### src/rtl/steer_en_pkg.sv
// Shared types and default limits for the rider-detect / steer-enable controller.
package steer_en_pkg;

    typedef enum logic [1:0] {
        IDLE     = 2'd0,
        SETTLE   = 2'd1,
        STEER    = 2'd2,
        DISMOUNT = 2'd3
    } state_t;

    localparam int unsigned DEF_MIN_RIDER_WT    = 'h200;
    localparam int unsigned DEF_HYST            = 'h020;
    localparam int unsigned DEF_SETTLE_CYC      = 65_000_000;
    localparam int unsigned DEF_GRACE_CYC       = 12_500_000;
    localparam int unsigned DEF_FAST_SETTLE_CYC = 16;

    function automatic int unsigned max_u(input int unsigned a, input int unsigned b);
        return (a > b) ? a : b;
    endfunction

endpackage

### src/rtl/steer_tmr.sv
// Settle/grace timer: clears on clr, otherwise counts up and saturates at limit.
module steer_tmr
    import steer_en_pkg::*;
#(
    parameter int unsigned CNT_W = 8
) (
    input  logic             clk,
    input  logic             rst,
    input  logic             clr,
    input  logic [CNT_W-1:0] limit,
    output logic             full
);

    logic [CNT_W-1:0] cnt_q;
    logic [CNT_W-1:0] cnt_d;

    // Clamp rather than hold, so a limit that shrinks mid-count still reaches full.
    always_comb begin
        cnt_d = cnt_q;
        if (clr) begin
            cnt_d = '0;
        end else if (cnt_q < limit) begin
            cnt_d = cnt_q + 1'b1;
        end else begin
            cnt_d = limit;
        end
    end

    always_ff @(posedge clk) begin
        if (rst) begin
            cnt_q <= '0;
        end else begin
            cnt_q <= cnt_d;
        end
    end

    assign full = (cnt_q == limit);

endmodule

### src/rtl/steer_en_ctrl.sv
// Rider-detect and steer-enable controller with settle timer.
// Define STEER_GRACE_EN to add the DISMOUNT grace state between STEER and IDLE.
module steer_en_ctrl
    import steer_en_pkg::*;
#(
    parameter int unsigned LOAD_W          = 12,
    parameter int unsigned MIN_RIDER_WT    = DEF_MIN_RIDER_WT,
    parameter int unsigned HYST            = DEF_HYST,
    parameter int unsigned SETTLE_CYC      = DEF_SETTLE_CYC,
    parameter int unsigned FAST_SETTLE_CYC = DEF_FAST_SETTLE_CYC,
    parameter int unsigned GRACE_CYC       = DEF_GRACE_CYC
) (
    input  logic              clk,
    input  logic              rst,
    input  logic              fast_sim,
    input  logic [LOAD_W-1:0] lft_load,
    input  logic [LOAD_W-1:0] rght_load,
    output logic              en_steer,
    output logic              rider_off,
    output logic              rider_on,
    output logic [1:0]        state_o
);

    localparam int unsigned SUM_W = LOAD_W + 1;
    localparam int unsigned CNT_W = $clog2(max_u(SETTLE_CYC, GRACE_CYC) + 1);
    localparam logic [SUM_W-1:0] THR_HI = SUM_W'(MIN_RIDER_WT + HYST);
    localparam logic [SUM_W-1:0] THR_LO = SUM_W'(MIN_RIDER_WT - HYST);

    state_t             state_q, state_d;
    logic               en_steer_q, rider_off_q, rider_on_q;
    logic               off_d, on_d, clr_tmr, tmr_full;
    logic [CNT_W-1:0]   limit;

    logic [SUM_W-1:0]        sum, sum_q4, thr15;
    logic signed [SUM_W-1:0] diff_s;
    logic [LOAD_W-1:0]       absdiff;
    logic                    sum_gt_min, sum_lt_min, diff_gt_1_4, diff_gt_15_16;

    assign sum     = {1'b0, lft_load} + {1'b0, rght_load};
    assign diff_s  = signed'({1'b0, lft_load}) - signed'({1'b0, rght_load});
    assign absdiff = diff_s[SUM_W-1] ? LOAD_W'(-diff_s) : LOAD_W'(diff_s);
    assign sum_q4  = sum >> 2;
    assign thr15   = (sum >> 4) * SUM_W'(15);

    assign sum_gt_min    = (sum > THR_HI);
    assign sum_lt_min    = (sum < THR_LO);
    assign diff_gt_1_4   = ({1'b0, absdiff} > sum_q4);
    assign diff_gt_15_16 = ({1'b0, absdiff} > thr15);

    always_comb begin
        limit = CNT_W'(SETTLE_CYC);
        if (fast_sim) begin
            limit = CNT_W'(FAST_SETTLE_CYC);
        end
`ifdef STEER_GRACE_EN
        else if (state_q == DISMOUNT) begin
            limit = CNT_W'(GRACE_CYC);
        end
`endif
    end

    steer_tmr #(.CNT_W(CNT_W)) u_tmr (
        .clk   (clk),
        .rst   (rst),
        .clr   (clr_tmr),
        .limit (limit),
        .full  (tmr_full)
    );

    always_comb begin
        state_d = state_q;
        clr_tmr = 1'b0;
        off_d   = 1'b0;
        on_d    = 1'b0;
        case (state_q)
            IDLE: begin
                if (sum_gt_min) begin
                    state_d = SETTLE;
                    clr_tmr = 1'b1;
                end
            end
            SETTLE: begin
                if (sum_lt_min) begin
                    state_d = IDLE;
                    off_d   = 1'b1;
                end else if (diff_gt_1_4) begin
                    clr_tmr = 1'b1;
                end else if (tmr_full) begin
                    state_d = STEER;
                    on_d    = 1'b1;
                end
            end
            STEER: begin
                if (sum_lt_min) begin
`ifdef STEER_GRACE_EN
                    state_d = DISMOUNT;
                    clr_tmr = 1'b1;
`else
                    state_d = IDLE;
                    off_d   = 1'b1;
`endif
                end else if (diff_gt_15_16) begin
                    state_d = SETTLE;
                    clr_tmr = 1'b1;
                end
            end
`ifdef STEER_GRACE_EN
            // The hysteresis band keeps counting here; only a clear re-mount cancels.
            DISMOUNT: begin
                if (sum_gt_min) begin
                    state_d = STEER;
                end else if (tmr_full) begin
                    state_d = IDLE;
                    off_d   = 1'b1;
                end
            end
`endif
            default: state_d = IDLE;
        endcase
    end

    always_ff @(posedge clk) begin
        if (rst) begin
            state_q     <= IDLE;
            en_steer_q  <= 1'b0;
            rider_off_q <= 1'b0;
            rider_on_q  <= 1'b0;
        end else begin
            state_q     <= state_d;
            en_steer_q  <= (state_d == STEER) || (state_d == DISMOUNT);
            rider_off_q <= off_d;
            rider_on_q  <= on_d;
        end
    end

    assign en_steer  = en_steer_q;
    assign rider_off = rider_off_q;
    assign rider_on  = rider_on_q;
    assign state_o   = state_q;

endmodule

### config.mk
export PLATFORM = sky130hd
export DESIGN_NAME = steer_en_ctrl
export DESIGN_NICKNAME = d
export VERILOG_FILES = /design/src/rtl/steer_en_pkg.sv /design/src/rtl/steer_tmr.sv /design/src/rtl/steer_en_ctrl.sv
export SDC_FILE = /design/constraint.sdc
export NUM_CORES = 1
export LEC_CHECK = 0
export ABC_AREA = 1
export ABC_CLOCK_PERIOD_IN_PS = 7100
export CORE_MARGIN = 4
export CORE_UTILIZATION = 62
export DETAILED_ROUTE_END_ITERATION = 6
export HOLD_SLACK_MARGIN = 0.15
export PLACE_DENSITY_LB_ADDON = 0.05
export SYNTH_ARGS = -nofsm -noshare
export SYNTH_HDL_FRONTEND = slang
export SYNTH_SLANG_ARGS = --single-unit
### constraint.sdc
create_clock -name clk -period 7.1 [get_ports clk]
set_input_delay 1.42 -clock clk [delete_from_list [all_inputs] [get_ports clk]]
set_output_delay 1.42 -clock clk [all_outputs]
set_load 0.02 [all_outputs]
-- Word-level counts from Yosys, hierarchy flattened
Cells that the tools add are included.
- output and inout bits: 5
- bits of input ports: 27
- register bits: 31
- bitwise logic cells: 2
- muxes and demuxes: 18
- multiply operators: 1
- reductions and logical operators: 6
- order comparisons: 5
- eq/ne operators: 5
- $add $sub $neg: 4
- operator list (operator ; count):
    26-bit 2-to-1 mux ; 2
    26-bit by 1-bit adder with 26-bit output (second input constant) ; 1
    26-bit equality test ; 1
    26-bit < comparator ; 1
    12-bit by 12-bit adder with 13-bit output ; 1
    12-bit by 13-bit greater-than comparator with 1-bit output ; 1
    13-bit by 10-bit greater-than comparator with 1-bit output (second input constant) ; 1
    13-bit by 9-bit < comparator with 1-bit output (second input constant) ; 1
    9-bit by 4-bit multiplier with 13-bit output (second input constant) ; 1
    12-bit by 12-bit subtractor with 13-bit output ; 1
    12-bit by 11-bit greater-than comparator with 1-bit output ; 1
    12-bit 2-to-1 mux ; 1
    2-bit 2-to-1 mux ; 6
    12-bit negation ; 1
    1-bit 2-to-1 mux ; 7
    2-bit equality test (second input constant) ; 3
    2-bit case mux with 3 select lines ; 1
    2-bit OR reduction ; 3
    4-bit OR reduction ; 1
    1-bit case mux with 3 select lines ; 1
    2-bit by 1-bit equality test with 1-bit output (second input constant) ; 1
    2-bit zero test ; 1
    1-bit inverter ; 2
    1-bit logical OR ; 1

-- Depth between registers and ports, before layout
Gate-level depths: netlist of run 1.
- depth after elaboration: 9
- depth in mapped cells: 40

-- Cells and area by module
Synthesis of run 1 repeated with hierarchy kept, for this count alone.
- cell total of the unflattened synthesis: 956
- area, all modules: 6060.8 um^2
- modules (own cells, without submodules) (module ; area each (um^2) ; cells an instance ; times used):
    steer_en_ctrl ; 3464.6 ; 543 ; 1
    steer_tmr ; 2596.2 ; 413 ; 1

-- Worst setup path before layout of run 1
OpenSTA, ideal clock, no wires.
- path kind: input to register
- start: input rght_load[2]
- end: register u_tmr.cnt_q[19]
- data arrival time: 6.617 ns
- buffers on the path: 2
- path slack: 0.420 ns
- cell stages on the path: 40
- data required time: 7.038 ns
- cells stage by stage: inv_1 -> ha_1 -> buf_4 -> inv_2 -> a21oi_1 -> nand2_2 -> a21oi_1 -> o21ai_2 -> xor2_1 -> xor2_1 -> inv_1 -> ha_1 -> ha_1 -> inv_1 -> nand2_1 -> nand2_1 -> inv_1 -> ha_1 -> (+4 left out) -> a21oi_1 -> o21bai_1 -> a21oi_1 -> o21ai_0 -> xnor2_1 -> ha_1 -> nand3_1 -> or4_1 -> nand4_1 -> nand2_1 -> inv_1 -> nor2_1 -> nand2_1 -> nand2_1 -> nand2_2 -> nand2_4 -> buf_12 -> nor2_2
- cells in the longest elaborated chain, start to end: 8
- elaborated cells between the ends (all ways): 16
- RTL lines (item ; line ; RTL):
    start, declared ; steer_en_ctrl.sv:17 ; input logic [LOAD_W-1:0] rght_load,
    branches (longest 6 deep; another with 12-bit by 12-bit adder with 13-bit output) ; - ;
    1-bit case mux with 3 select lines * ; steer_en_ctrl.sv:75 ; case (state_q)
    2-bit OR reduction (no line) * ; - ;
    end signal, assigned ; steer_tmr.sv:33 ; cnt_q <= cnt_d;
    end, declared ; steer_tmr.sv:14 ; logic [CNT_W-1:0] cnt_q;
Mark *: on every way between the ends.
A chain may end at the register's enable or synchronous reset.

-- Worst setup path in the final report of run 1
- start: input lft_load[6]
- end: register u_tmr.cnt_q[12]
- cells in the longest elaborated chain, start to end: 8
- elaborated cells between the ends (all ways): 16
- RTL lines (item ; line ; RTL):
    start, declared ; steer_en_ctrl.sv:16 ; input logic [LOAD_W-1:0] lft_load,
    branches (longest 6 deep; another with 12-bit by 12-bit adder with 13-bit output) ; - ;
    1-bit case mux with 3 select lines * ; steer_en_ctrl.sv:75 ;
    2-bit OR reduction (no line) * ; - ;
Marked as above.

==> impl_metrics.csv, run 1 <==
group,metric,value,unit
yosys,synth.ff_latch_count,30,
cts,clk_path_buf_depth,2,
sta,fin_crit_sh,96.1,%
sta,setup_violations,0,
final_layout,seqCellArea,601,sq um
cts,numCtsBuffers,5,
die,rows,32,
worst_setup_path,r2r_cells,15,
placement,place.gp.congestion,0.911,
cts,cts.sink_count,30,
sta,whs,480,ps
min_path,hold_start,"u_tmr.cnt_q[0]",
die,coreArea,0.00785,sq mm
min_path,hp-class,"register to register",
global_routing,grt_pass1_vias,5230,
yosys,synth_edf_count,0,
worst_setup_path,crit_required,7320,ps
sta,relSlewSlack,54.5,%
cts,cts_hold_buf,0,
yosys,synth_top_cell_area_share,21.4,%
die,start_util,64.8,%
placement,port_buffers,31,
yosys,yosys_warnings,0,
cts,path_clk_slew,60,ps
power_and_ir_drop,power_density,300,mW/mm^2
worst_setup_path,cpPeakStageDelay,540,ps
detailed_routing,avgRoutedWirePerCell,14.1,um
final_layout,finish.utilization,81.4,%
yosys,yosysSeqAreaShare,11.8,%
yosys,synth.avg_cell_area,6.47,sq um
yosys,netlist_area,0.00508,sq mm
final_layout,multi_input_area,0.00417,sq mm
cts,cts_root_buffer,"clkbuf_8",
sta,max_freq,0.147,GHz
power_and_ir_drop,p_leak,0.00333,uW
yosys,ys.flop_type,"dfxtp_1",
detailed_routing,drt-total-wl,13.9,mm
sta,drv_slew,0,
worst_setup_path,cp_slowest_cell,"clkdlybuf4s50_1",
worst_setup_path,crit_path_max_fanout,8,
die,die_h,98.6,um
detailed_routing,drt_first_pass_iters,5,
detailed_routing,postRouteAntennaNets,0,
run_status,status,"finished, final reports clean",
worst_setup_path,r2r_start,"u_tmr.cnt_q[0]",
sta,hold_violations,0,
detailed_routing,vias_per_cell,5.46,
die,die_x,98.6,um
global_routing,grt_use_total,25.9,%
detailed_routing,via_count,5364,
global_routing,grt_max_degree,17,
yosys,synth_top_area_cell,"ha_1",
yosys,synth-async-reset-ratio,0,%
worst_setup_path,critPathCaptureType,"register",
final_layout,fillCellCount,575,
final_layout,drive_above_1_share,18.4,%
worst_setup_path,worstPathArrival,7050,ps
sta,tightest_slew,676,ps
die,top_level_ports,32,
cts,clk_latency,290,ps
yosys,synthTopCellsByArea,"ha_1 21%, nand2_1 12%, dfxtp_1 12%",
global_routing,grt_remaining_overflow,0,
detailed_routing,route.detailed.drc,0,
yosys,synth_cell_types,43,
cts,tritoncts,"yes",
worst_setup_path,critical_path.startpoint_type,"primary input",
worst_setup_path,crit_type,"primary input to register",
final_layout,final_common_cell,"nand2_1",
yosys,netlist_instances,786,
global_routing,grt_pass1_wl,21.7,mm
final_layout,fin_nets,1002,
placement,hpwl,10.5,mm
detailed_routing,drt_iter0_drc,275,
final_layout,area_growth,25.6,%
die,die_area,0.00971,sq mm
worst_setup_path,rr_endpoint,"u_tmr.cnt_q[21]",
min_path,whs_path_depth,1,
min_path,whs_endpoint,"u_tmr.cnt_q[0]",
cts,cts_max_level,2,
job,drv_cap,0,
global_routing,antenna_found_initial,0,
sta,period_needed,6820,ps
worst_setup_path,r2r_slack,4480,ps
sta,skew,11.2,ps
power_and_ir_drop,ir_drop,0.000328,V
yosys,syn-num-nets,908,
final_layout,final_cell_mix,"160 x nand2_1, 134 x inv_1, 76 x ha_1",
final_layout,diodes,0,
## stage by stage
step	area (sq um)	setup WS (ps)	TNS, ps	cells	power, uW
finish	6390	276	0	983	1920
CTS	5970	1.87	0	975	1730
detailed placement	5860	-379	-9660	967	1570
global placement	5860	-156	-3700	967	1520
floorplan	5080	420	0	786	1130
global route	6390	-46.7	-244	983	2130
## registers in the layout, indices dropped and copies added (netlist names)
| name | cells |
|---|---|
| rider_on | 1 |
| state_o | 2 |
| rider_off | 1 |
| u_tmr.cnt_q | 26 |
## cell type report
class,count,area share (%)
Clock buffer,6,1.29
Tap cell,102,2.00
Multi-Input combinational cell,599,65.3
Timing Repair Buffer,100,13.4
Sequential cell,30,9.40
Inverter,144,8.46
Clock inverter,2,0.196
## critical path: cells and delay by family
family	cells	cell delay [ps]
AND/OR/NAND/NOR	15	2010
adder cells (fa/ha/maj)	4	1350
buffers and inverters	7	1100
AO/OA/AOI/OAI	6	740
XOR/XNOR	3	400
## worst max-delay path by stage
| stage | from | endpoint | slack, ps |
|---|---|---|---|
| 2_1_floorplan | rght_load[2] | u_tmr.cnt_q[19] | 420 |
| 3_3_place_gp | lft_load[0] | u_tmr.cnt_q[0] | -160 |
| 3_5_place_dp | rght_load[2] | u_tmr.cnt_q[1] | -380 |
| 4_1_cts | lft_load[0] | u_tmr.cnt_q[1] | 2 |
| 5_1_grt | lft_load[6] | u_tmr.cnt_q[4] | -50 |
| 6_report | lft_load[6] | u_tmr.cnt_q[12] | 280 |
## per-layer routing
metal  GRT usage (%)  share of wire (%)
met2            50.2                 53
met5               0                  0
met3            1.70                3.7
met1            29.4                 40
met4            9.45                3.0
## kinds of logic (layout without fill, tap and decap cells)
family                     count (synthesis)  after routing  synth area share (%)
and+or+nand+nor                          361            363                  31.1
buffers and inverters                    159            252                  13.2
adders and majority gates                 95             95                  24.6
AOI/OAI and AO/OA                         93             93                  10.7
xor gates and xnor gates                  48             48                  8.64
DFF                                       30             30                  11.8
## power breakdown
part	internal, uW	switching (uW)	total, uW
Sequential	172	3.74	175
Combinational	738	861	1600
Clock	77.7	66.6	144
Total	987	931	1920
## cell usage after synthesis (5+ instances only)
| master | instances |
|---|---|
| nand4_1 | 19 |
| xnor2_1 | 13 |
| o21ai_0 | 15 |
| o21bai_1 | 6 |
| buf_6 | 5 |
| nor4_1 | 6 |
| nor3_1 | 17 |
| nand2_2 | 11 |
| xor2_1 | 34 |
| dfxtp_1 | 30 |
| nand2_1 | 164 |
| nor2_2 | 14 |
| inv_1 | 139 |
| nand3_1 | 49 |
| inv_2 | 5 |
| nor2_1 | 76 |
| fa_1 | 8 |
| ha_1 | 87 |
| a21oi_1 | 48 |
## repair_timing
item | in CTS | in global routing
gates resized for setup | 2 | 75
endpoints found under the setup margin | 26 | 28
pin swaps | 0 | 33
setup buffers | 0 | 6
hold endpoints to repair | 0 | 0
gates cloned | 0 | 2
No activity file was read; power rests on OpenSTA's default activity.
==> run 2: changes to the inputs <==
--- a/config.mk
+++ b/config.mk
@@ -10,6 +10,7 @@
 export CORE_MARGIN = 4
 export CORE_UTILIZATION = 62
 export DETAILED_ROUTE_END_ITERATION = 6
+export GPL_TIMING_DRIVEN = 0
 export HOLD_SLACK_MARGIN = 0.15
 export PLACE_DENSITY_LB_ADDON = 0.05
 export SYNTH_ARGS = -nofsm -noshare
==> run 2 against run 1 <==
  * Clock skew down 6.0 ps
  * Final area increased by 0.23%
  * Via count decreased by 2.2%
  * Critical endpoint is now u_tmr.cnt_q[13]
  * Maximum frequency fell by 3.2%
  * The run now ends with DRC left
  * Routed wire length shrank 3.2%
  * Largest power group unchanged
==> impl_metrics.csv, run 2 (synthesized netlist as in run 1, its figures left out) <==
group,metric,value,unit
die,start_util,64.8,%
final_layout,fin_nets,982,
final_layout,area_growth,25.9,%
min_path,whs_path_depth,1,
run_status,status,"finished with violations",
detailed_routing,via_count,5248,
cts,cts_hold_buf,0,
detailed_routing,route.detailed.drc,4,
detailed_routing,drt_first_pass_iters,7,
sta,hold_violations,0,
placement,port_buffers,31,
cts,cts_max_level,2,
min_path,hold_start,"u_tmr.cnt_q[0]",
die,die_area,0.00971,sq mm
detailed_routing,drt-total-wl,13.4,mm
detailed_routing,avgRoutedWirePerCell,13.9,um
final_layout,top_register,"u_tmr.cnt_q",
sta,tightest_slew,634,ps
power_and_ir_drop,finalPower,1970,uW
global_routing,antenna_found_initial,0,
final_layout,instances_no_fill,963,
final_layout,diodes,0,
worst_setup_path,cpPeakStageDelay,530,ps
placement,place.gp.congestion,0.871,
cts,clk_path_buf_depth,2,
die,rows,32,
cts,cts_root_buffer,"clkbuf_8",
final_layout,fillCellCount,554,
sta,fin_crit_sh,99.3,%
sta,whs,471,ps
final_layout,drive_above_1_share,19.4,%
sta,setup_violations,0,
sta,skew,5.18,ps
sta,relSlewSlack,57.6,%
worst_setup_path,crit_type,"primary input to register",
worst_setup_path,r2r_start,"u_tmr.cnt_q[0]",
min_path,whs_endpoint,"u_tmr.cnt_q[0]",
final_layout,final_cell_mix,"156 x nand2_1, 130 x inv_1, 76 x ha_1",
power_and_ir_drop,p_leak,0.00328,uW
worst_setup_path,worstPathArrival,7270,ps
global_routing,grt_pass1_wl,21.1,mm
cts,clk_latency,280,ps
job,drv_cap,0,
die,coreArea,0.00785,sq mm
sta,period_needed,7050,ps
detailed_routing,vias_per_cell,5.45,
detailed_routing,postRouteAntennaNets,0,
worst_setup_path,crit_path_max_fanout,6,
worst_setup_path,critical_path.startpoint_type,"primary input",
worst_setup_path,crit_required,7320,ps
die,die_x,98.6,um
worst_setup_path,critPathCaptureType,"register",
worst_setup_path,r2r_cells,15,
worst_setup_path,r2r_slack,4530,ps
placement,hpwl,9.63,mm
final_layout,largest_reg_flops,26,
worst_setup_path,cp_slowest_cell,"or4_4",
min_path,hp-class,"register to register",
cts,cts.sink_count,30,
placement,dp.cells,919,
worst_setup_path,crit_buf_inv,6,
sta,drv_slew,0,
final_layout,final_common_cell,"nand2_1",
run_status,violations,"DRC",
sta,max_freq,0.142,GHz
detailed_routing,drt_iter0_drc,229,
global_routing,grt_pass1_vias,4968,
die,top_level_ports,32,
die,die_h,98.6,um
power_and_ir_drop,ir_drop,0.000455,V
power_and_ir_drop,power_density,308,mW/mm^2
cts,tritoncts,"yes",
global_routing,grt_use_total,25.5,%
cts,numCtsBuffers,5,
worst_setup_path,crit_family,"simple AND/OR/NAND/NOR gates",
cts,path_clk_slew,60,ps
global_routing,grt_max_degree,17,
worst_setup_path,rr_endpoint,"u_tmr.cnt_q[21]",
global_routing,grt_remaining_overflow,0,
==> run 2: how the worst max path moves through the flow <==
stage | startpoint | endpoint | slack, ps | cells past startpoint
6_report | lft_load[0] | u_tmr.cnt_q[13] | 50 | 37
5_1_grt | rght_load[0] | u_tmr.cnt_q[13] | -180 | 37
4_1_cts | rght_load[4] | u_tmr.cnt_q[2] | 5 | 41
3_5_place_dp | rght_load[2] | u_tmr.cnt_q[16] | -1000 | 41
3_3_place_gp | rght_load[2] | u_tmr.cnt_q[19] | -810 | 41
2_1_floorplan | rght_load[2] | u_tmr.cnt_q[19] | 420 | 40
==> run 2: repair_timing <==
| action | 4_1_cts | 5_1_grt |
|---|---|---|
| endpoints found under the setup margin | 28 | 27 |
| pin swaps | 26 | 40 |
| hold endpoints to repair | 0 | 0 |
| gates cloned | 2 | 0 |
| buffers inserted | 17 | 18 |
| resized for setup | 56 | 70 |
==> run 2: area by class of cell <==
cell class                 instances  area, sq um  share of cell area (%)
sequential                        30          601                    9.38
timing repair buffer              67          598                    9.34
clock inverter                     2         60.1                   0.938
tap                              102          128                    1.99
buffer                            15          146                    2.29
multi-input combinational        597         4240                    66.2
clock buffer                       6         82.6                    1.29
inverter                         144          546                    8.52
==> run 2: through the flow <==
| step | TNS (ps) | util, % | setup slack, ps | instance area (sq um) |
|---|---|---|---|---|
| after floorplan | 0 | - | 420 | 5080 |
| after global placement | -20780 | 70.4 | -814 | 5520 |
| after detailed placement | -25940 | 70.4 | -1000 | 5520 |
| after CTS | 0 | 77.0 | 5.08 | 6040 |
| after global routing | -3020 | 81.6 | -182 | 6400 |
| final | 0 | 81.6 | 53.0 | 6400 |
==> run 2: layer usage <==
metal	GRT usage (%)	part of all wire, %	up-vias
li1	-	-	2673
met1	29.2	40	2382
met5	0	0	-
met3	2.34	3.4	45
met4	9.56	3.3	0
met2	48.5	53	148
==> run 2: where the power goes <==
part / total (uW) / internal [uW] / switching (uW)
sequential: 175 / 172 / 3.35
combinational: 1580 / 693 / 890
clock: 214 / 150 / 64.4
total: 1970 / 1010 / 958
==> run 3: changes to the inputs <==
--- a/config.mk
+++ b/config.mk
@@ -7,12 +7,12 @@
 export LEC_CHECK = 0
 export ABC_AREA = 1
 export ABC_CLOCK_PERIOD_IN_PS = 7100
-export CORE_MARGIN = 4
 export CORE_UTILIZATION = 62
 export DETAILED_ROUTE_END_ITERATION = 6
 export GPL_TIMING_DRIVEN = 0
 export HOLD_SLACK_MARGIN = 0.15
-export PLACE_DENSITY_LB_ADDON = 0.05
+export PLACE_DENSITY = 0.83
+export SETUP_SLACK_MARGIN = 0.5
 export SYNTH_ARGS = -nofsm -noshare
 export SYNTH_HDL_FRONTEND = slang
 export SYNTH_SLANG_ARGS = --single-unit
==> run 3 against run 2 <==
  * The flow now finishes without violations
  * Clock skew is 2.0 ps higher
  * Global-route usage grew 8.4 points
  * Via count is 15% higher
  * Register-to-register slack lost 120 ps
  * Routed wire length increased by 30%
  * Hold slack got worse by 24 ps
  * Sequential share of layout area is 0.64 points lower
  * Utilization grew 5.9 points
  * Die area decreased by 12%
==> impl_metrics.csv, run 3 (synthesized netlist as in run 1, its figures left out) <==
group,metric,value,unit
worst_setup_path,worstPathArrival,7090,ps
power_and_ir_drop,p_leak,0.00340,uW
worst_setup_path,crit_path_max_fanout,5,
cts,clk_latency,280,ps
cts,numCtsBuffers,5,
cts,path_clk_slew,60,ps
global_routing,antenna_found_initial,0,
global_routing,grt_use_total,33.9,%
power_and_ir_drop,clockPowerShare,7.6,%
sta,skew,7.15,ps
die,rows,32,
worst_setup_path,critical_path.startpoint_type,"primary input",
sta,tightest_slew,713,ps
die,die_area,0.00857,sq mm
die,coreArea,0.00785,sq mm
sta,max_freq,0.146,GHz
cts,tritoncts,"yes",
global_routing,grt_pass1_wl,23.6,mm
die,die_x,92.6,um
placement,place.gp.congestion,0.875,
sta,drv_slew,0,
worst_setup_path,r2r_cells,15,
sta,period_needed,6870,ps
power_and_ir_drop,ir_drop,0.000517,V
placement,port_buffers,31,
worst_setup_path,cp_slowest_cell,"or4_4",
worst_setup_path,crit_required,7320,ps
worst_setup_path,cpPeakStageDelay,540,ps
cts,cts_max_level,2,
final_layout,final_cell_mix,"148 x nand2_1, 118 x inv_1, 72 x ha_1",
detailed_routing,route.detailed.drc,0,
sta,setup_violations,0,
detailed_routing,vias_per_cell,6.09,
run_status,status,"finished, final reports clean",
worst_setup_path,crit_path_frequent_cell,"nand2_2",
detailed_routing,postRouteAntennaNets,0,
placement,hpwl,9.75,mm
sta,hold_violations,0,
detailed_routing,drt_iter0_drc,546,
global_routing,grt_max_degree,17,
power_and_ir_drop,p_sw,1180,uW
die,die_h,92.6,um
final_layout,finish.utilization,87.5,%
power_and_ir_drop,power_density,336,mW/mm^2
sta,grt_setup_unrepaired,"true",
cts,clk_path_buf_depth,2,
worst_setup_path,crit_type,"primary input to register",
global_routing,grt_pass1_vias,5559,
global_routing,grt_remaining_overflow,0,
final_layout,top_register,"u_tmr.cnt_q",
final_layout,drive_above_1_share,26.7,%
sta,whs,447,ps
detailed_routing,drt-total-wl,17.5,mm
power_and_ir_drop,power_frac_seq,7.6,%
detailed_routing,via_count,6040,
sta,fin_crit_sh,96.7,%
sta,relSlewSlack,52.3,%
job,drv_cap,0,
min_path,hp-class,"register to register",
worst_setup_path,critPathCaptureType,"register",
final_layout,area_growth,35.1,%
power_and_ir_drop,switching_share,51.2,%
final_layout,diodes,0,
cts,cts_root_buffer,"clkbuf_8",
final_layout,final_common_cell,"nand2_1",
die,top_level_ports,32,
cts,cts.sink_count,30,
detailed_routing,drt_first_pass_iters,6,
power_and_ir_drop,p_int,1130,uW
detailed_routing,avgRoutedWirePerCell,17.7,um
final_layout,fin_nets,1011,
die,start_util,64.8,%
min_path,whs_path_depth,1,
power_and_ir_drop,p_comb_share,84.8,%
final_layout,largest_reg_flops,26,
==> run 3: critical path: cells and delay by family <==
| kind | cells | cell delay [ps] |
|---|---|---|
| simple gates | 17 | 2150 |
| xor+xnor | 1 | 100 |
| compound gates | 4 | 490 |
| buf+inv | 10 | 970 |
| fa+ha+maj | 6 | 1930 |
==> run 3: stage by stage <==
step           total power [uW]  setup slack [ps]  cells  cell area [sq um]  TNS [ps]
2_1_floorplan              1140               526    786               5100         0
3_3_place_gp               1340              -571    919               5530    -14190
3_5_place_dp               1410              -816    919               5530    -20870
4_1_cts                    1970               392    975               6530         0
5_1_grt                    2440             -26.8    991               6870     -94.6
6_report                   2310               235    991               6870         0
==> run 3: power by group through the flow <==
| stage | Sequential [uW] | Clock [uW] | Combinational, uW |
|---|---|---|---|
| after floorplan | 180 | 0 | 961 |
| after global placement | 178 | 0 | 1160 |
| after detailed placement | 178 | 0 | 1230 |
| after CTS | 175 | 177 | 1620 |
| after global routing | 176 | 185 | 2080 |
| final | 175 | 177 | 1960 |
==> run 3: final timing paths <==
kind,to,slack (ps),from
max,u_tmr.cnt_q[13],230,lft_load[6]
min,u_tmr.cnt_q[0],450,u_tmr.cnt_q[0]
max reg2reg,u_tmr.cnt_q[21],4410,u_tmr.cnt_q[2]
min reg2reg,u_tmr.cnt_q[0],450,u_tmr.cnt_q[0]
==> run 3: layout make-up <==
| type | count | area, sq um |
|---|---|---|
| plain buffers | 15 | 148 |
| clock buffers | 6 | 82.6 |
| clock inverters | 1 | 30.0 |
| fillers | 414 | 978 |
| inverters | 144 | 563 |
| multi-input cells | 597 | 4500 |
| flip-flops and latches | 30 | 601 |
| well taps | 102 | 128 |
| repair buffers | 96 | 822 |
==> run 3: timing repair <==
item	CTS	global route
hold buffers	0	0
setup buffers	47	16
cloned	2	0
gates resized for setup	158	77
pin swaps	64	53
endpoints found under the setup margin	28	28
==> run 3: layer usage <==
metal,global-route usage [%],part of all wire (%),up-vias
met5,0,0,-
met4,19.3,7.9,0
met3,4.02,7.5,163
met2,65.7,50,408
met1,34.7,35,2748
li1,-,-,2721
